`src/rtl/bcd_pkg.sv`:
```
// Shared definitions for the serial BCD-to-binary converter: state encoding,
// digit limits, adjust constant and the blank seven-segment pattern.
package bcd_pkg;

    typedef enum logic [1:0] {
        IDLE  = 2'd0,
        SHIFT = 2'd1,
        DONE  = 2'd2
    } state_t;

    localparam logic [3:0] BCD_MAX   = 4'd9;
    localparam logic [3:0] ADJ       = 4'd3;
    localparam int         N_STEPS   = 7;
    localparam logic [0:6] SEG_BLANK = 7'b1111111;

    // Reverse double-dabble correction: a nibble that picked up the shifted-in
    // weight of 8 really carried a decimal 5, so pull it back by 3.
    function automatic logic [3:0] adjust_nibble(input logic [3:0] n);
        return (n >= 4'd8) ? (n - ADJ) : n;
    endfunction

endpackage

```
`src/rtl/seg7_digit.sv`:
```
// Decimal digit to active-low seven-segment pattern, segment a at index 0.
// Anything above 9 is shown blank.
module seg7_digit (
    input  logic [3:0] value,
    output logic [0:6] seg
);
    import bcd_pkg::*;

    always_comb begin
        seg = SEG_BLANK;
        unique case (value)
            4'd0:    seg = 7'b0000001;
            4'd1:    seg = 7'b1001111;
            4'd2:    seg = 7'b0010010;
            4'd3:    seg = 7'b0000110;
            4'd4:    seg = 7'b1001100;
            4'd5:    seg = 7'b0100100;
            4'd6:    seg = 7'b0100000;
            4'd7:    seg = 7'b0001111;
            4'd8:    seg = 7'b0000000;
            4'd9:    seg = 7'b0000100;
            default: seg = SEG_BLANK;
        endcase
    end

endmodule

```
`src/rtl/bcd_to_bin_seq.sv`:
```
// Two-digit BCD to binary converter using a shift-right / subtract-3 loop,
// one bit per clock, with seven-segment echo of the captured digits.
module bcd_to_bin_seq #(
    parameter int N_STEPS = bcd_pkg::N_STEPS
) (
    input  logic       Clock,
    input  logic       Reset,
    input  logic       Start,
    input  logic [3:0] D1,
    input  logic [3:0] D0,
    output logic [6:0] Bin,
    output logic       Busy,
    output logic       Done,
    output logic       Err,
    output logic [0:6] HEX1,
    output logic [0:6] HEX0
);
    import bcd_pkg::*;

    localparam int              CNT_W = (N_STEPS > 1) ? $clog2(N_STEPS) : 1;
    localparam logic [CNT_W-1:0] LAST = CNT_W'(N_STEPS - 1);

    state_t           state;
    state_t           state_next;
    logic [7:0]       bcd;
    logic [6:0]       work;
    logic [CNT_W-1:0] cnt;
    logic [7:0]       shown;
    logic             shown_vld;
    logic [6:0]       result;
    logic             err;

    logic             digits_ok;
    logic [14:0]      shifted;
    logic [7:0]       bcd_step;
    logic [6:0]       work_step;
    logic [3:0]       hex1_val;
    logic [3:0]       hex0_val;

    assign digits_ok = (D1 <= BCD_MAX) && (D0 <= BCD_MAX);

    assign shifted   = {bcd, work} >> 1;
    assign bcd_step  = {adjust_nibble(shifted[14:11]), adjust_nibble(shifted[10:7])};
    assign work_step = shifted[6:0];

    always_ff @(posedge Clock) begin
        if (Reset) begin
            state <= IDLE;
        end else begin
            state <= state_next;
        end
    end

    always_comb begin
        state_next = state;
        Busy       = 1'b0;
        Done       = 1'b0;
        unique case (state)
            IDLE: begin
                if (Start) begin
                    state_next = digits_ok ? SHIFT : DONE;
                end
            end
            SHIFT: begin
                Busy = 1'b1;
                if (cnt == LAST) begin
                    state_next = DONE;
                end
            end
            DONE: begin
                Done       = 1'b1;
                state_next = IDLE;
            end
            default: state_next = IDLE;
        endcase
    end

    // Working registers only move in IDLE (capture) and SHIFT (iterate);
    // result/err are the held outputs and change only on capture or completion.
    always_ff @(posedge Clock) begin
        if (Reset) begin
            bcd       <= '0;
            work      <= '0;
            cnt       <= '0;
            shown     <= '0;
            shown_vld <= 1'b0;
            result    <= '0;
            err       <= 1'b0;
        end else begin
            unique case (state)
                IDLE: begin
                    if (Start) begin
                        shown     <= {D1, D0};
                        shown_vld <= 1'b1;
                        if (digits_ok) begin
                            bcd  <= {D1, D0};
                            work <= '0;
                            cnt  <= '0;
                            err  <= 1'b0;
                        end else begin
                            err    <= 1'b1;
                            result <= '0;
                        end
                    end
                end
                SHIFT: begin
                    bcd  <= bcd_step;
                    work <= work_step;
                    if (cnt == LAST) begin
                        result <= work_step;
                    end else begin
                        cnt <= cnt + CNT_W'(1);
                    end
                end
                default: ;
            endcase
        end
    end

    assign Bin = result;
    assign Err = err;

    // Nothing captured yet (or just reset) is driven as an out-of-range digit to blank the display.
    assign hex1_val = shown_vld ? shown[7:4] : 4'hF;
    assign hex0_val = shown_vld ? shown[3:0] : 4'hF;

    seg7_digit u_hex1 (
        .value(hex1_val),
        .seg  (HEX1)
    );

    seg7_digit u_hex0 (
        .value(hex0_val),
        .seg  (HEX0)
    );

endmodule

```
`config.mk`:
```
export PLATFORM = sky130hd
export DESIGN_NAME = bcd_to_bin_seq
export DESIGN_NICKNAME = d
export VERILOG_FILES = /design/src/rtl/bcd_pkg.sv /design/src/rtl/seg7_digit.sv /design/src/rtl/bcd_to_bin_seq.sv
export SDC_FILE = /design/constraint.sdc
export NUM_CORES = 1
export LEC_CHECK = 0
export CAP_MARGIN = 20
export CORE_MARGIN = 5
export CORE_UTILIZATION = 52
export CTS_CLUSTER_DIAMETER = 60
export DETAILED_ROUTE_END_ITERATION = 8
export GPL_ROUTABILITY_DRIVEN = 0
export PLACE_DENSITY = 0.79
export SLEW_MARGIN = 20
export SYNTH_ARGS = -nofsm -noshare
export SYNTH_HDL_FRONTEND = slang
export SYNTH_SLANG_ARGS = --single-unit
```
`constraint.sdc`:
```
create_clock -name Clock -period 2.41 [get_ports Clock]
set_input_delay 0.482 -clock Clock [delete_from_list [all_inputs] [get_ports Clock]]
set_output_delay 0.482 -clock Clock [all_outputs]
set_load 0.05 [all_outputs]
```
* Word level (Yosys, flattened, before mapping)
Memory sizes are Yosys's and may differ from the RTL's.
Cells that the tools add are included.
** Operators by class
- Add/subtract/negate cells :: 3
- Magnitude comparators :: 4
- Equal/unequal tests :: 8
- Multiplexer cells :: 25
- Reduce and logical (&&, ||, !) cells :: 8
** Operators with widths (number)
- $mux 7 :: 5
- $pmux 7 s2 :: 2
- $mux 4 :: 4
- $mux 8 :: 2
- $pmux 8 s2 :: 1
- $ne 2x2->1 const B :: 5
- $mux 3 :: 3
- $le 4x4->1 const B :: 2
- $reduce_and 4->1 :: 2
- $mux 2 :: 3
- $pmux 3 s2 :: 1
- $ge 3x4->1 const B :: 1
- $ge 4x4->1 const B :: 1
- $pmux 2 s2 :: 1
- $reduce_and 2->1 :: 2
- $sub 3x2->4 const B :: 1
- $sub 4x2->4 const B :: 1
- $add 3x1->3 const B :: 1
- $eq 3x3->1 const B :: 1
- $mux 1 :: 3
- $reduce_and 3->1 :: 1
- $eq 2x1->1 const B :: 1
- $eq 2x2->1 const B :: 1
- $logic_not 2->1 :: 1
- other kinds (2) :: 2
** Word-level totals
- Register bits after elaboration :: 37
- Bits in read-only memories :: 224
- Input port bits :: 11
- Memories :: 2
** Memory list
- (name not given) :: words 16, width 7, rd ports 1, clocked after Yosys merged registers in 0, wr ports 0, line seg7_digit.sv:11 : unique case (value)
- (name not given) :: words 16, width 7, rd ports 1, clocked after Yosys merged registers in 0, wr ports 0, line seg7_digit.sv:11

* Logic depth before layout (Yosys ltp)
- Depth in word-level cells :: 5
- Mapped depth :: 7

* By module
Synthesis repeated with hierarchy kept, for this count alone.
** Second synthesis, totals
- Cell total of the unflattened synthesis :: 232
- Area total of the unflattened synthesis :: 1944.4 um^2
** Modules (own cells, without submodules)
- bcd_to_bin_seq :: instances 1, cells an instance 166, area an instance 1524.0 um^2, sequential area each 720.7 um^2
- seg7_digit :: instances 2, cells an instance 33, area an instance 210.2 um^2, sequential area each 0.0 um^2

* Worst setup path before layout
Ideal clock, no wire load.
- Kind :: register to output
- Start :: reg shown_vld
- End :: out HEX0[1] in the netlist's numbering
- Data arrival time :: 2.276 ns
- Data required time :: 1.928 ns
- Path slack :: -0.348 ns
- Stages on the path, launching flop included :: 6
- Path buffers :: 1
- Cells stage by stage :: dfxtp_1 clkbuf_1 nor2b_1 ha_1 nor2b_1 o21ai_0
** Between the ends
- Word-level cells in the longest chain between the ends :: 2
** RTL lines
- from (decl) :: line bcd_to_bin_seq.sv:29 : logic shown_vld;
- from (signal assigned) :: line bcd_to_bin_seq.sv:86 : shown_vld <= 1'b0;
- from (signal assigned) :: line bcd_to_bin_seq.sv:94 : shown_vld <= 1'b1;
- $mux 4 :: line bcd_to_bin_seq.sv:125 : assign hex0_val = shown_vld ? shown[3:0] : 4'hF;
- $mem_v2 16x7
- to (decl) :: line bcd_to_bin_seq.sv:16 : output logic [0:6] HEX0
No other way between the ends.

* Worst setup path after layout
- Start :: reg shown_vld
- End :: out HEX0[3] in the netlist's numbering
Same word-level chain as after synthesis.

==> run_results.csv <==
group,metric,value,unit
synthesis,synth.area.mux_share,0.03547,
min_path,hold_path_class,"flop to flop",
clocking,cts_max_path_buffers,2,
synthesis,synthesis.nets,274,
clocking,cts_tree,"done",
floorplanning,start_util,0.5396,
clocking,holdBufCountCts,0,
synthesis,synth_fa_ha_area_frac,0.09500,
cells_and_area,final_cells,333,
setup_path,crit_type,"flop to output port",
floorplanning,die_h,71.64,um
power_and_ir_drop,irDropWorstVdd,0.0003282,V
clocking,htreeDepth,2,
timing,worst_pin_slew,0.4987,ns
synthesis,synthXorXnorAreaFrac,0.008866,
route,vias_per_cell,5.363,
global_routing,grt_pass1_wl,7458,um
cells_and_area,final_cell_mix,"38 x nor2_1, 35 x dfxtp_1, 32 x nand2_1",
clocking,cts_buffers,5,
power_and_ir_drop,power.density,596.7,nW/um^2
timing,skew,0.001446,ns
timing,slew_headroom,0.6665,
synthesis,syn_area,1976,sq um
timing,final_hold_viol_count,0,
floorplanning,coreArea,3661,sq um
global_routing,grt_pass1_vias,1708,
placement,dp_hpwl,3089,um
cells_and_area,syn2layout_area_growth,27.93,%
cells_and_area,num-fill-cells,319,
run_status,status,"completed",
synthesis,synth_warnings,0,
timing,fin_crit,2.301,ns
setup_path,cp_slowest_cell,"dfxtp_2",
global_routing,grt_usage,0.1771,
route,drc,0,
global_routing,grt_overflow,0,
clocking,path_clk_slew,0.06,ns
synthesis,netlist_instances,248,
clocking,clk_latency,0.28,ns
route,totalWireLength,4242,um
route,vias,1786,
clocking,postCtsSetupRepairBufs,0,
timing,max_freq,0.4345,GHz
timing,setup_viol,0,
cells_and_area,drive_above_1_share,0.1649,
placement,pre_cts_ws,0.2500,ns
synthesis,synth_edf_count,0,
timing,report.final.slew_viol_count,0,
synthesis,ys_ff_latch,36,
synthesis,yosysUniqueCellTypes,37,
setup_path,path_common_cell,"buf_4",
route,routedWlPerCell,12.74,um
floorplanning,dieArea,5132,sq um
synthesis,synthArstFlopShare,0,
setup_path,crit_path_max_incr_delay,0.33,ns
floorplanning,die_w,71.64,um
setup_path,crit_chain,"buf_4, nand2b_4, inv_2, ha_1, or2_2, a21oi_2, o21ai_0, buf_4",
timing,fin_crit_sh,0.9549,
job,maxCapViolCount,0,
route,drt_first_iter_violations,98,
cells_and_area,final_common_cell,"nor2_1",
setup_path,crit_family,"buffers and inverters",
clocking,cts_root_buf,"clkbuf_8",
cells_and_area,diodes,0,
setup_path,cp-start-kind,"flop",
setup_path,critPathBufInv,3,
synthesis,seq_area_frac_synth,0.3648,
cells_and_area,nets,310,
setup_path,crit_path_max_fanout,8,
power_and_ir_drop,leakagePower,1.034,nW
route,ant_nets,0,
synthesis,avgSynthCellArea,7.966,sq um
floorplanning,ios,35,
setup_path,required,1.93,ns
timing,worst_slack,0.1087,ns
floorplanning,num_rows,22,
setup_path,cp.arrival,1.82,ns
synthesis,synth-simple-area-share,0.2514,
synthesis,synth-compound-area-share,0.1951,
synthesis,synth_ff_type,"dfxtp_1",
placement,dp_cells,325,
clocking,cts_sinks,36,
global_routing,grt_max_degree,38,
route,firstDrtPassIters,4,
global_routing,antenna_found_initial,0,
placement,port_buffers,34,
synthesis,synth_top_family_by_area,"simple AND/OR/NAND/NOR gates",
setup_path,end_kind,"output port",
[area by class of cell]
type,count,area [sq um],area share
sequential,36,721.9,0.2856
tap,48,60.06,0.02376
multi-input combinational,188,1185,0.4688
inverter,10,37.54,0.01485
clock buffer,8,90.09,0.03564
timing repair buffer,43,432.9,0.1713
[repair_timing]
| item | in CTS | in global routing |
|---|---|---|
| hold endpoints to repair | 0 | 0 |
| endpoints found under the setup margin | 2 | 5 |
| resized for setup | 1 | 6 |
[metrics by stage]
step                       power, W  utilization  hold WS (ns)   TNS (ns)  area, sq um
after floorplan           0.0009421            -        0.4443    -0.7014         1976
after global placement     0.001079       0.6579        0.4561          0         2409
after detailed placement   0.001084       0.6579        0.4624          0         2409
after CTS                  0.001515       0.6835        0.4711          0         2502
after global routing       0.001596       0.6904        0.4971  -0.001608         2527
final                      0.001508       0.6904        0.4666          0         2527
[report_power, final]
part	leakage, nW	switching (W)	internal, W
Clock	0.0455	0.000195	0.000233
Sequential	0.294	0.0000356	0.000625
Combinational	0.695	0.000244	0.000176
Total	1.03	0.000475	0.00103
[per-layer routing]
| metal | routed length, um | global-route usage |
|---|---|---|
| met5 | 0 | 0 |
| met4 | 59 | 0.05637 |
| met2 | 1953 | 0.2776 |
| met1 | 2014 | 0.2359 |
| met3 | 215 | 0.04769 |
[flip-flops by register name, indices dropped and copies added (netlist names)]
name	count
Err	1
cnt	3
shown	8
bcd	8
Bin	7
work	6
shown_vld	1
state	2
[cell families (layout without fill, tap and decap cells)]
group | after synthesis | count (layout)
XOR/XNOR | 2 | 2
buffers and inverters | 24 | 61
adder cells (fa/ha/maj) | 15 | 15
multiplexers | 7 | 7
AO/OA/AOI/OAI | 58 | 58
flip-flops | 36 | 36
AND/OR/NAND/NOR | 106 | 106
[synth_stat cells, drive strengths merged (2+ instances only)]
library cell | instances | share of area
ha | 15 | 0.095
dfxtp | 36 | 0.36
inv | 10 | 0.019
nor2 | 39 | 0.075
a311oi | 5 | 0.022
mux2i | 7 | 0.035
nand3 | 5 | 0.013
nand4b | 2 | 0.0089
nor3b | 2 | 0.010
a2bb2oi | 11 | 0.049
or2 | 2 | 0.0063
xnor2 | 2 | 0.0089
o22ai | 2 | 0.0063
nor2b | 4 | 0.013
o21ai | 15 | 0.042
nor3 | 3 | 0.0076
nand2 | 32 | 0.061
clkbuf | 9 | 0.017
nand3b | 2 | 0.0076
buf | 5 | 0.013
a21oi | 19 | 0.048
nand2b | 12 | 0.038
[worst paths after layout]
check / startpoint / end / slack, ns / cells after the start
worst min register to register: bcd[7] / bcd[7] / 0.47 / 2
worst max-delay path: shown_vld / HEX0[3] / 0.11 / 8
worst min-delay path: bcd[7] / bcd[7] / 0.47 / 2
worst max register to register: state[1] / cnt[2] / 0.92 / 5
[worst register-to-register path, delay by kind of cell, from the launching register on]
| kind | cells | cell delay [ns] |
|---|---|---|
| compound gates | 1 | 0.43 |
| simple gates | 3 | 0.42 |
| flops | 1 | 0.42 |
| buf+inv | 1 | 0.14 |
(Power assumes the default switching activity.)
